[config.mk]
export PLATFORM = sky130hd
export DESIGN_NAME = uart_tx_param_flat
export DESIGN_NICKNAME = d
export VERILOG_FILES = /design/src/rtl/uart_tx_param_if.sv /design/src/rtl/uart_tx_param.sv /design/src/flat_wrapper.sv
export SDC_FILE = /design/constraint.sdc
export NUM_CORES = 1
export LEC_CHECK = 0
export BUFFER_PORTS_ARGS = -buffer_cell sky130_fd_sc_hd__buf_2
export CORE_ASPECT_RATIO = 0.75
export CORE_MARGIN = 5
export CORE_UTILIZATION = 55
export CTS_CLUSTER_DIAMETER = 100
export CTS_CLUSTER_SIZE = 10
export DETAILED_ROUTE_END_ITERATION = 7
export GPL_ROUTABILITY_DRIVEN = 0
export PLACE_DENSITY = 0.73
export SLEW_MARGIN = 10
export SYNTH_ARGS = -nofsm -noshare
export SYNTH_HDL_FRONTEND = slang
export SYNTH_SLANG_ARGS = --single-unit
[constraint.sdc]
create_clock -name clk -period 3.16 [get_ports clk]
set_clock_uncertainty 0.05 [all_clocks]
set_input_delay 0.632 -clock clk [delete_from_list [all_inputs] [get_ports clk]]
set_output_delay 0.632 -clock clk [all_outputs]
set_load 0.01 [all_outputs]
[src/rtl/uart_tx_param_if.sv]
// Valid/ready word handshake between a byte source
// and the parametrised UART transmitter.
interface uart_tx_param_if #(
  parameter int DATA_BITS = 8
);
  logic [DATA_BITS-1:0] tx_data;
  logic                 tx_valid;
  logic                 tx_ready;

  modport master (
    output tx_data,
    output tx_valid,
    input  tx_ready
  );

  modport slave (
    input  tx_data,
    input  tx_valid,
    output tx_ready
  );
endinterface

[src/rtl/uart_tx_param.sv]
// Parametrised UART transmitter: start, LSB-first data,
// optional parity, 1 or 2 stop bits; registered outputs.
module uart_tx_param #(
  parameter int CLKS_PER_BIT = 868,
  parameter int DATA_BITS    = 8,
  parameter int PARITY_EN    = 0,
  parameter int PARITY_ODD   = 0,
  parameter int STOP_BITS    = 1
) (
  input  logic            clk,
  input  logic            rst,
  uart_tx_param_if.slave  bus,
  output logic            tx,
  output logic            busy,
  output logic            done
);
  localparam int CW = $clog2(CLKS_PER_BIT);
  localparam int IW = $clog2(DATA_BITS);
  localparam logic [CW-1:0] CNT_MAX = CW'(CLKS_PER_BIT - 1);
  localparam logic [IW-1:0] IDX_LAST = IW'(DATA_BITS - 1);
  localparam logic [IW-1:0] STOP_LAST = IW'(STOP_BITS - 1);
  localparam logic PEN = (PARITY_EN != 0);
  localparam logic ODD = (PARITY_ODD != 0);

  typedef enum logic [2:0] {
    IDLE, START, DATA, PARITY, STOP
  } state_t;

  state_t               state, state_n;
  logic [CW-1:0]        cnt, cnt_n;
  logic [IW-1:0]        idx, idx_n;
  logic [DATA_BITS-1:0] sh, sh_n;
  logic                 par, par_n;
  logic                 rdy, rdy_n;
  logic                 tx_n, busy_n, done_n;
  logic                 last;

  assign bus.tx_ready = rdy;
  assign last = (cnt == CNT_MAX);

  // State register
  always_ff @(posedge clk or posedge rst) begin
    if (rst) state <= IDLE;
    else     state <= state_n;
  end

  // Datapath and output registers; reset parks the line high
  always_ff @(posedge clk or posedge rst) begin
    if (rst) begin
      cnt  <= '0;
      idx  <= '0;
      sh   <= '0;
      par  <= 1'b0;
      tx   <= 1'b1;
      rdy  <= 1'b1;
      busy <= 1'b0;
      done <= 1'b0;
    end else begin
      cnt  <= cnt_n;
      idx  <= idx_n;
      sh   <= sh_n;
      par  <= par_n;
      tx   <= tx_n;
      rdy  <= rdy_n;
      busy <= busy_n;
      done <= done_n;
    end
  end

  // Next state and next registered outputs
  always_comb begin
    state_n = state;
    cnt_n   = cnt + 1'b1;
    idx_n   = idx;
    sh_n    = sh;
    par_n   = par;
    tx_n    = tx;
    rdy_n   = 1'b0;
    busy_n  = 1'b1;
    done_n  = 1'b0;
    case (state)
      IDLE: begin
        cnt_n  = '0;
        idx_n  = '0;
        tx_n   = 1'b1;
        rdy_n  = 1'b1;
        busy_n = 1'b0;
        if (bus.tx_valid && rdy) begin
          state_n = START;
          sh_n    = bus.tx_data;
          par_n   = (^bus.tx_data) ^ ODD;
          tx_n    = 1'b0;
          rdy_n   = 1'b0;
          busy_n  = 1'b1;
        end
      end
      START: begin
        if (last) begin
          state_n = DATA;
          cnt_n   = '0;
          idx_n   = '0;
          tx_n    = sh[0];
        end
      end
      DATA: begin
        if (last) begin
          cnt_n = '0;
          if (idx == IDX_LAST) begin
            idx_n = '0;
            if (PEN) begin
              state_n = PARITY;
              tx_n    = par;
            end else begin
              state_n = STOP;
              tx_n    = 1'b1;
            end
          end else begin
            idx_n = idx + 1'b1;
            sh_n  = sh >> 1;
            tx_n  = sh[1];
          end
        end
      end
      PARITY: begin
        if (last) begin
          state_n = STOP;
          cnt_n   = '0;
          idx_n   = '0;
          tx_n    = 1'b1;
        end
      end
      STOP: begin
        tx_n = 1'b1;
        if (last) begin
          cnt_n = '0;
          if (idx == STOP_LAST) begin
            state_n = IDLE;
            idx_n   = '0;
            rdy_n   = 1'b1;
            busy_n  = 1'b0;
            done_n  = 1'b1;
          end else begin
            idx_n = idx + 1'b1;
          end
        end
      end
      default: begin
        state_n = IDLE;
        cnt_n   = '0;
        idx_n   = '0;
        tx_n    = 1'b1;
        rdy_n   = 1'b1;
        busy_n  = 1'b0;
      end
    endcase
  end
endmodule

[src/flat_wrapper.sv]
// flat-port wrapper written by rule: the top's interface ports become plain ports
module uart_tx_param_flat 
#(
  parameter int CLKS_PER_BIT = 868,
  parameter int DATA_BITS    = 8,
  parameter int PARITY_EN    = 0,
  parameter int PARITY_ODD   = 0,
  parameter int STOP_BITS    = 1
)
  (clk, rst, tx, busy, done, bus_tx_data, bus_tx_valid, bus_tx_ready);
  uart_tx_param_if #(.DATA_BITS(DATA_BITS)) bus_i ();
  input  logic clk;
  input  logic rst;
  output logic tx;
  output logic busy;
  output logic done;
  input wire logic [$bits(bus_i.tx_data)-1:0] bus_tx_data;
  input wire logic [$bits(bus_i.tx_valid)-1:0] bus_tx_valid;
  output wire logic [$bits(bus_i.tx_ready)-1:0] bus_tx_ready;
  assign bus_i.tx_data = bus_tx_data;
  assign bus_i.tx_valid = bus_tx_valid;
  assign bus_tx_ready = bus_i.tx_ready;
  uart_tx_param #(.CLKS_PER_BIT(CLKS_PER_BIT), .DATA_BITS(DATA_BITS), .PARITY_EN(PARITY_EN), .PARITY_ODD(PARITY_ODD), .STOP_BITS(STOP_BITS)) u_core (.clk(clk), .rst(rst), .bus(bus_i), .tx(tx), .busy(busy), .done(done));
endmodule
==> results of run 1 <==
## power groups by stage
| stage | clock [uW] | sequential, uW | combinational, uW |
|---|---|---|---|
| floorplan | 0 | 491 | 141 |
| global placement | 0 | 505 | 171 |
| detailed placement | 0 | 507 | 177 |
| CTS | 199 | 501 | 178 |
| global route | 217 | 512 | 195 |
| finish | 194 | 502 | 176 |
## cell usage after synthesis (all sizes together), types with 2 or more instances
master   n  area share (%)
mux2    15              13
buf      4             2.1
nor3     3            0.97
nand3    7             2.3
xnor2    3             1.7
or2      3             1.2
nand2b   3             1.7
inv      5             1.2
xor2     4             2.3
a32o     2             1.3
nand3b   4             2.2
a31oi    2            0.81
nor2    12             3.1
dfrtp   26              42
dfstp    2             3.4
ha       4             3.2
a21oi    4             1.3
o21ai    6             2.7
nor2b    2            0.81
and4     2             1.3
nand2    7             1.7
a211oi   2             1.8
## cells by family (layout without fill, tap and decap cells)
group,Yosys count,after routing,share of synthesized area (%)
mux,15,15,12.6
buf+inv,9,23,3.32
fa+ha+maj,4,4,3.24
compound gates,23,23,12.4
simple gates,49,49,19.0
xor+xnor,7,7,3.96
flops,28,28,45.5
## flip-flops by register name, summed over array words and instances (netlist names)
name	count
u_core.cnt	10
u_core.sh	8
u_core.idx	3
u_core.state	3
u_core.bus.tx_ready	1
u_core.busy	1
u_core.done	1
u_core.tx	1
## per-layer routing
metal	GRT usage (%)	up-vias
li1	-	512
met1	21.9	502
met2	20.5	22
met3	4.51	5
met4	3.49	0
met5	0	-
## metrics by stage
stage | power (uW) | cells | util [%] | setup WS (ns) | cell area, sq um
2_1_floorplan | 632 | 135 | - | 1.28 | 1550
3_3_place_gp | 676 | 181 | 61.6 | 1.14 | 1630
3_5_place_dp | 684 | 181 | 61.6 | 1.14 | 1630
4_1_cts | 877 | 185 | 63.4 | 1.11 | 1670
5_1_grt | 924 | 185 | 63.4 | 1.01 | 1670
6_report | 872 | 185 | 63.4 | 1.09 | 1670
## how the worst min path moves through the flow
stage                            start                       to
6_report       u_core.cnt[0]$_DFF_PP0_  u_core.cnt[0]$_DFF_PP0_
3_5_place_dp   u_core.cnt[0]$_DFF_PP0_  u_core.cnt[0]$_DFF_PP0_
4_1_cts        u_core.cnt[0]$_DFF_PP0_  u_core.cnt[0]$_DFF_PP0_
2_1_floorplan  u_core.cnt[0]$_DFF_PP0_  u_core.cnt[0]$_DFF_PP0_
5_1_grt        u_core.cnt[0]$_DFF_PP0_  u_core.cnt[0]$_DFF_PP0_
3_3_place_gp   u_core.cnt[0]$_DFF_PP0_  u_core.cnt[0]$_DFF_PP0_
## cell type report
type | count | area (sq um)
fillers | 221 | 968
multi-input cells | 98 | 792
flip-flops and latches | 28 | 703
repair buffers | 14 | 70.1
clock buffers | 4 | 45.0
well taps | 36 | 45.0
inverters | 5 | 18.8
## worst max-delay path, cell delays in order (launching register included)
cell,delay [ns]
dfrtp_1,0.39
ha_1,0.24
nor4b_4,0.36
and3b_1,0.42
o21ai_4,0.18
mux2_4,0.33
==> run_results.csv, run 1 <==
group,metric,value,unit
sta,fin_crit,2.07,ns
route,wl_met1,1370,microns
worst_setup_path,crit_path_start,"u_core.cnt[0]$_DFF_PP0_",
sta,setup_tns,0,ns
worst_setup_path,crit_end,"u_core.sh[2]$_DFFE_PP0P_",
clocking,path_clk_slew,0.09,ns
die,start_util,58.5,%
hold_path,min_delay_path_depth,1,
run,drv_cap,0,
final_layout,layout_commonest_cell,"dfrtp_1",
clocking,htree_levels,1,
clocking,clock_sinks,28,
final_layout,drive_gt1_share,29.5,%
sta,hold_slack,0.438,ns
worst_setup_path,startpoint_type,"flop",
synthesis,ys_seq_area_share,45.5,%
worst_setup_path,reg2reg_depth,5,
clocking,cts_setup_buffers,0,
power,irDropWorstVdd,0.321,mV
synthesis,synthFlopType,"dfrtp_1",
power,pwr-share-seq,57.6,%
power,swShare,28.3,%
worst_setup_path,critPathMaxFanout,8,
power,cell_internal_pwr,625,uW
worst_setup_path,critical_path_required,3.27,ns
clocking,cts_buffers,3,
route,vias,1041,
synthesis,synth_seq_cells,28,
sta,maxSlewViolCount,0,
final_layout,layout_common_cells,"dfrtp_1, buf_2, nor2_1",
worst_setup_path,cp.arrival,2.19,ns
worst_setup_path,r2r-end,"u_core.sh[2]$_DFFE_PP0P_",
clocking,cts_resized,0,
placed_design,dp_hpwl,2080,microns
route,post_drt_via_cell_ratio,5.63,
worst_setup_path,r2r_slack,1.09,ns
die,core-area,2640,sq um
sta,finalCritPeriodShare,65.6,%
clocking,clk_latency,0.27,ns
global_routing,grt_usage,14.7,%
synthesis,netlist_instances,135,
sta,final-hold-violation-count,0,
final_layout,num-nets-final,165,
power,power_frac_clock,22.3,%
synthesis,synth_area,1550,sq um
placed_design,io_buffers,14,
synthesis,synth_nets,150,
hold_path,hp-class,"reg -> reg",
route,drt_iter0_markers,52,
route,wire_per_inst,14.9,microns
route,first_pass_iters,4,
worst_setup_path,endpoint_kind,"flop",
clocking,hold_buffers,0,
route,drtAntennaViolNets,0,
sta,slew_headroom,31.0,%
sta,rsz0062_at_grt,"no",
clocking,cts_buffer_depth,2,
sta,worst_pin_slew,1.03,ns
synthesis,synth_edf_count,0,
route,dr_wl_met2,1220,microns
power,leakagePower,0.000758,uW
clocking,cts_tree,"yes",
route,top_layer,"met4",
clocking,cts-root-buf,"clkbuf_8",
worst_setup_path,worstReg2RegStart,"u_core.cnt[0]$_DFF_PP0_",
worst_setup_path,path_class,"reg -> reg",
sta,fmax,0.483,GHz
power,combPwrFrac,20.1,%
power,power.density,521,nW/um^2
global_routing,grt_pass1_vias,991,
global_routing,antenna_found_initial,0,
die,io_pins,15,
global_routing,gr-total-overflow,0,
route,drc,0,
power,p_sw,246,uW
die,die_h,55.9,microns
synthesis,async_flop_share,100,%
synthesis,syn_avg_cell_area,11.5,sq um
die,row_count,16,
die,die-area,3980,sq um
synthesis,synth_cell_types,44,
global_routing,grt_max_degree,29,
synthesis,ys.warnings.count,0,
global_routing,grt_pass1_wl,4690,microns
final_layout,n_antenna_cell,0,
die,die_w,71.2,microns
route,wl_met3,157,microns
route,drt_wl_total,2770,microns
sta,finalSetupViolCount,0,
outcome,status,"finished, final reports clean",
final_layout,syn_to_final_growth,8.25,%
(Power assumes the default switching activity.)
==> run 2: changes to the inputs <==
- clock period: 3.16 -> 2.1 ns (I/O delays scaled with it)
==> run 2 against run 1 <==
Against the previous run:
- maximum frequency increased by 3.5%
- via count is 0.38% higher
- combinational power up 55%
- non-clock buffer count grew 4
- global-route usage grew 1.3 points
- sequential share of layout area down 0.77 points
- setup slack worse by 0.99 ns
- sequential power up 49%
- register-to-register slack worse by 0.99 ns
==> run_results.csv, run 2 (same netlist as run 1, synthesis figures left out) <==
group,metric,value,unit
clocking,cts_buffer_depth,2,
route,wire_per_inst,15.0,microns
die,io_pins,15,
route,drtAntennaViolNets,0,
placed_design,io_buffers,14,
sta,rsz0062_at_grt,"no",
sta,finalSetupViolCount,0,
sta,fin_crit,2.00,ns
sta,finalCritPeriodShare,95.3,%
clocking,clk_latency,0.28,ns
final_layout,largest_reg_flops,10,
final_layout,fin_util,64.5,%
route,vias,1045,
worst_setup_path,cp.arrival,2.12,ns
sta,setup_tns,0,ns
placed_design,dp_cells,185,
final_layout,fillers,227,
final_layout,regMostFlops,"u_core.cnt",
outcome,status,"finished, final reports clean",
global_routing,grt_max_degree,29,
final_layout,reg_top3,"u_core.cnt (10), u_core.sh (8)",
die,die_h,55.9,microns
placed_design,dp_hpwl,2170,microns
sta,final-hold-violation-count,0,
final_layout,layout_common_cells,"dfrtp_1, buf_2, nor2_1",
final_layout,instances_no_fill,189,
sta,hold_slack,0.138,ns
die,start_util,58.5,%
clocking,cts-root-buf,"clkbuf_8",
final_layout,n_antenna_cell,0,
clocking,cts_tree,"yes",
worst_setup_path,startpoint_type,"flop",
clocking,cts_buffers,3,
global_routing,grt_pass1_vias,1066,
sta,maxSlewViolCount,0,
sta,fmax,0.500,GHz
power,irDropWorstVdd,0.508,mV
power,power.density,774,nW/um^2
final_layout,layout_commonest_cell,"dfrtp_1",
power,leakagePower,0.000777,uW
global_routing,antenna_found_initial,0,
die,die_w,71.2,microns
sta,slew_headroom,69.4,%
route,drt_wl_total,2840,microns
clocking,cts_setup_buffers,0,
final_layout,drive_gt1_share,32.0,%
route,drt_iter0_markers,44,
die,core-area,2640,sq um
worst_setup_path,critPathMaxFanout,8,
die,row_count,16,
route,first_pass_iters,4,
final_layout,num-nets-final,169,
final_layout,syn_to_final_growth,10.3,%
global_routing,grt_usage,16.0,%
clocking,path_clk_slew,0.09,ns
worst_setup_path,critical_path_required,2.22,ns
worst_setup_path,path_class,"reg -> reg",
route,drc,0,
run,drv_cap,0,
clocking,htree_levels,1,
global_routing,grt_pass1_wl,5030,microns
sta,worst_pin_slew,0.458,ns
worst_setup_path,endpoint_kind,"flop",
die,die-area,3980,sq um
clocking,clock_sinks,28,
global_routing,gr-total-overflow,0,
route,post_drt_via_cell_ratio,5.53,
hold_path,hp-class,"in -> async",
worst_setup_path,r2r_slack,0.1,ns
## run 2: cell count changes in the layout (fill, tap and decap cells not counted), sizes merged
cell and delta:
buf +4
## run 2: worst max-delay path, cell delays in order (launching register included)
cell and delay [ns]:
dfrtp_1 0.41, ha_1 0.26, nor4b_4 0.17, and3b_2 0.29, o21ai_4 0.38, mux2_4 0.34
## run 2: per-stage QoR
stage                     worst slack, ns  cell area [sq um]  power (uW)
after global placement             0.0860               1660        1020
after floorplan                     0.224               1550         952
after CTS                          0.0470               1700        1330
after global routing              0.00257               1710        1410
final                              0.0986               1710        1320
after detailed placement           0.0661               1660        1030
## run 2: area by class of cell
| cell class | count | area, sq um | share of cell area [%] |
|---|---|---|---|
| inverter | 5 | 18.8 | 1.10 |
| sequential | 28 | 703 | 41.2 |
| tap | 36 | 45.0 | 2.64 |
| clock buffer | 4 | 45.0 | 2.64 |
| timing repair buffer | 18 | 100 | 5.87 |
| multi-input combinational | 98 | 793 | 46.5 |
## run 2: worst paths after layout
kind / startpoint / to / cells past startpoint
setup / recovery: u_core.cnt[0]$_DFF_PP0_ / u_core.sh[4]$_DFFE_PP0P_ / 5
hold / removal: rst / u_core.busy$_DFF_PP0_ / 3
setup reg to reg: u_core.cnt[0]$_DFF_PP0_ / u_core.sh[4]$_DFFE_PP0P_ / 5
hold reg to reg: u_core.cnt[0]$_DFF_PP0_ / u_core.cnt[0]$_DFF_PP0_ / 1
max in group asynchronous: rst / u_core.tx$_DFFE_PP1P_ / 3
min in group clk: bus_tx_data[7] / u_core.sh[7]$_DFFE_PP0P_ / 2
## run 2: per-layer routing
metal / global-route usage [%] / vias up / wire (microns)
li1: - / 517 / -
met1: 22.6 / 505 / 1410
met2: 23.3 / 19 / 1260
met3: 3.79 / 4 / 123
met4: 6.43 / 0 / 46
met5: 0 / - / 0
## run 2: repair_timing
item,4_1_cts,5_1_grt
hold buffers,0,0
resized for setup,0,1
endpoints found under the setup margin,0,8
## run 2: power by group
group,switching [uW],total (uW),internal [uW]
logic,113,273,160
registers,98.6,749,650
clock network,162,298,136
total,373,1320,946
==> run 3: changes to the inputs <==
- SETUP_SLACK_MARGIN: not set -> 0.2
==> run 3 against run 2 <==
Against the previous run:
- critical path depth grew 1
- worst hold slack gained 0.0059 ns
- die area is the same
- critical path type unchanged
- flip-flop and latch count is the same
- cell count grew 3.2%
- first-iteration DRC count grew 30%
- via count grew 4.3%
- critical endpoint unchanged
==> run_results.csv, run 3 (same netlist as run 1, synthesis figures left out) <==
group,metric,value,unit
global_routing,grt_pass1_wl,5000,microns
global_routing,gr-total-overflow,0,
worst_setup_path,startpoint_type,"flop",
sta,finalCritPeriodShare,89.5,%
final_layout,layout_common_cells,"dfrtp_1, buf_2, nor2_1, buf_4",
sta,fin_crit,1.88,ns
clocking,clock_sinks,28,
worst_setup_path,endpoint_kind,"flop",
sta,worst_pin_slew,0.450,ns
hold_path,hp-class,"in -> async",
power,p_sw,380,uW
sta,setup_tns,0,ns
worst_setup_path,cp.arrival,2.00,ns
final_layout,layout_commonest_cell,"dfrtp_1",
final_layout,fin_util,67.6,%
final_layout,num-nets-final,175,
global_routing,grt_pass1_vias,1077,
global_routing,grt_max_degree,29,
run,drv_cap,0,
placed_design,io_buffers,14,
final_layout,largest_reg_flops,10,
worst_setup_path,critPathMaxFanout,8,
route,drt_iter0_markers,57,
sta,rsz0062_at_grt,"yes",
route,drc,0,
power,leakagePower,0.000815,uW
global_routing,antenna_found_initial,0,
sta,slew_headroom,69.9,%
route,wire_per_inst,15.0,microns
power,irDropWorstVdd,0.537,mV
worst_setup_path,cp_slowest_cell,"dfrtp_1",
sta,finalWorstSetupSlack,0.220,ns
sta,fmax,0.532,GHz
die,start_util,58.5,%
clocking,path_clk_slew,0.09,ns
power,pwr-share-seq,55.3,%
final_layout,syn_to_final_growth,15.5,%
power,combPwrFrac,22.8,%
sta,finalSetupViolCount,0,
global_routing,grt_usage,15.9,%
final_layout,reg_top3,"u_core.cnt (10), u_core.sh (8)",
die,die-area,3980,sq um
route,drtAntennaViolNets,0,
die,die_w,71.2,microns
power,swShare,28.1,%
clocking,cts_tree,"yes",
final_layout,drive_gt1_share,37.7,%
power,cell_internal_pwr,972,uW
worst_setup_path,critical_path_required,2.22,ns
route,post_drt_via_cell_ratio,5.59,
clocking,htree_levels,1,
clocking,clk_latency,0.27,ns
worst_setup_path,critPathMaxStageDelay,0.40,ns
die,die_h,55.9,microns
route,vias,1090,
clocking,cts_buffers,3,
power,power.density,757,nW/um^2
worst_setup_path,path_cells,"ha_2 -> ha_4 -> nand2b_4 -> a211oi_4 -> o21ai_4 -> mux2_4",
power,finalPower,1350,uW
clocking,hold_buffers,0,
sta,maxSlewViolCount,0,
placed_design,dp_worst_setup_slack,0.0661,ns
final_layout,regMostFlops,"u_core.cnt",
clocking,cts-root-buf,"clkbuf_8",
sta,final-hold-violation-count,0,
route,first_pass_iters,4,
final_layout,n_antenna_cell,0,
power,power_frac_clock,21.8,%
die,core-area,2640,sq um
outcome,status,"finished, final reports clean",
worst_setup_path,path_class,"reg -> reg",
die,row_count,16,
route,drt_wl_total,2930,microns
placed_design,dp_hpwl,2170,microns
clocking,cts_buffer_depth,2,
die,io_pins,15,
-- run 3: cell type report --
class,instances,area [sq um]
flip-flops and latches,28,704
clock buffers,4,45.0
inverters,5,18.8
well taps,36,45.0
repair buffers,24,145
fillers,210,857
multi-input cells,98,827
-- run 3: power by group through the flow --
stage	Combinational [uW]	Sequential, uW	Clock (uW)
finish	309	748	295
global route	347	761	334
CTS	287	749	307
detailed placement	277	757	0
global placement	268	755	0
floorplan	212	739	0
-- run 3: critical path: cells and delay by family (launching register included) --
kind            cells  cell delay, ns
fa+ha+maj           2            0.35
mux                 1            0.33
flops               1            0.40
simple gates        1            0.14
compound gates      2            0.49
-- run 3: layer usage --
layer / track usage [%] / wire [microns] / vias up
li1: - / - / 532
met4: 6.43 / 46 / 0
met1: 22.4 / 1420 / 529
met5: 0 / 0 / -
met3: 3.79 / 137 / 4
met2: 23.2 / 1330 / 25
-- run 3: repair_timing --
item                       4_1_cts  5_1_grt
pin swaps                        2        1
setup endpoints to repair       11        9
setup buffers                    3        3
gates resized for setup          4        4
-- run 3: final timing paths --
path	start	to	slack [ns]	cells after the start
max reg2reg	u_core.idx[1]$_DFFE_PP0P_	u_core.sh[4]$_DFFE_PP0P_	0.22	6
min in group clk	bus_tx_data[7]	u_core.sh[7]$_DFFE_PP0P_	0.38	2
max	u_core.idx[1]$_DFFE_PP0P_	u_core.sh[4]$_DFFE_PP0P_	0.22	6
min reg2reg	u_core.sh[6]$_DFFE_PP0P_	u_core.sh[6]$_DFFE_PP0P_	0.47	1
max in group asynchronous	rst	u_core.tx$_DFFE_PP1P_	1.55	3
min	rst	u_core.busy$_DFF_PP0_	0.14	3
-- run 3: stage by stage --
step	hold slack (ns)	std cells	cell area [sq um]
after floorplan	0.397	135	1550
after global placement	0.416	185	1660
after detailed placement	0.426	185	1660
after CTS	0.148	192	1740
after global routing	0.173	195	1790
final	0.143	195	1790
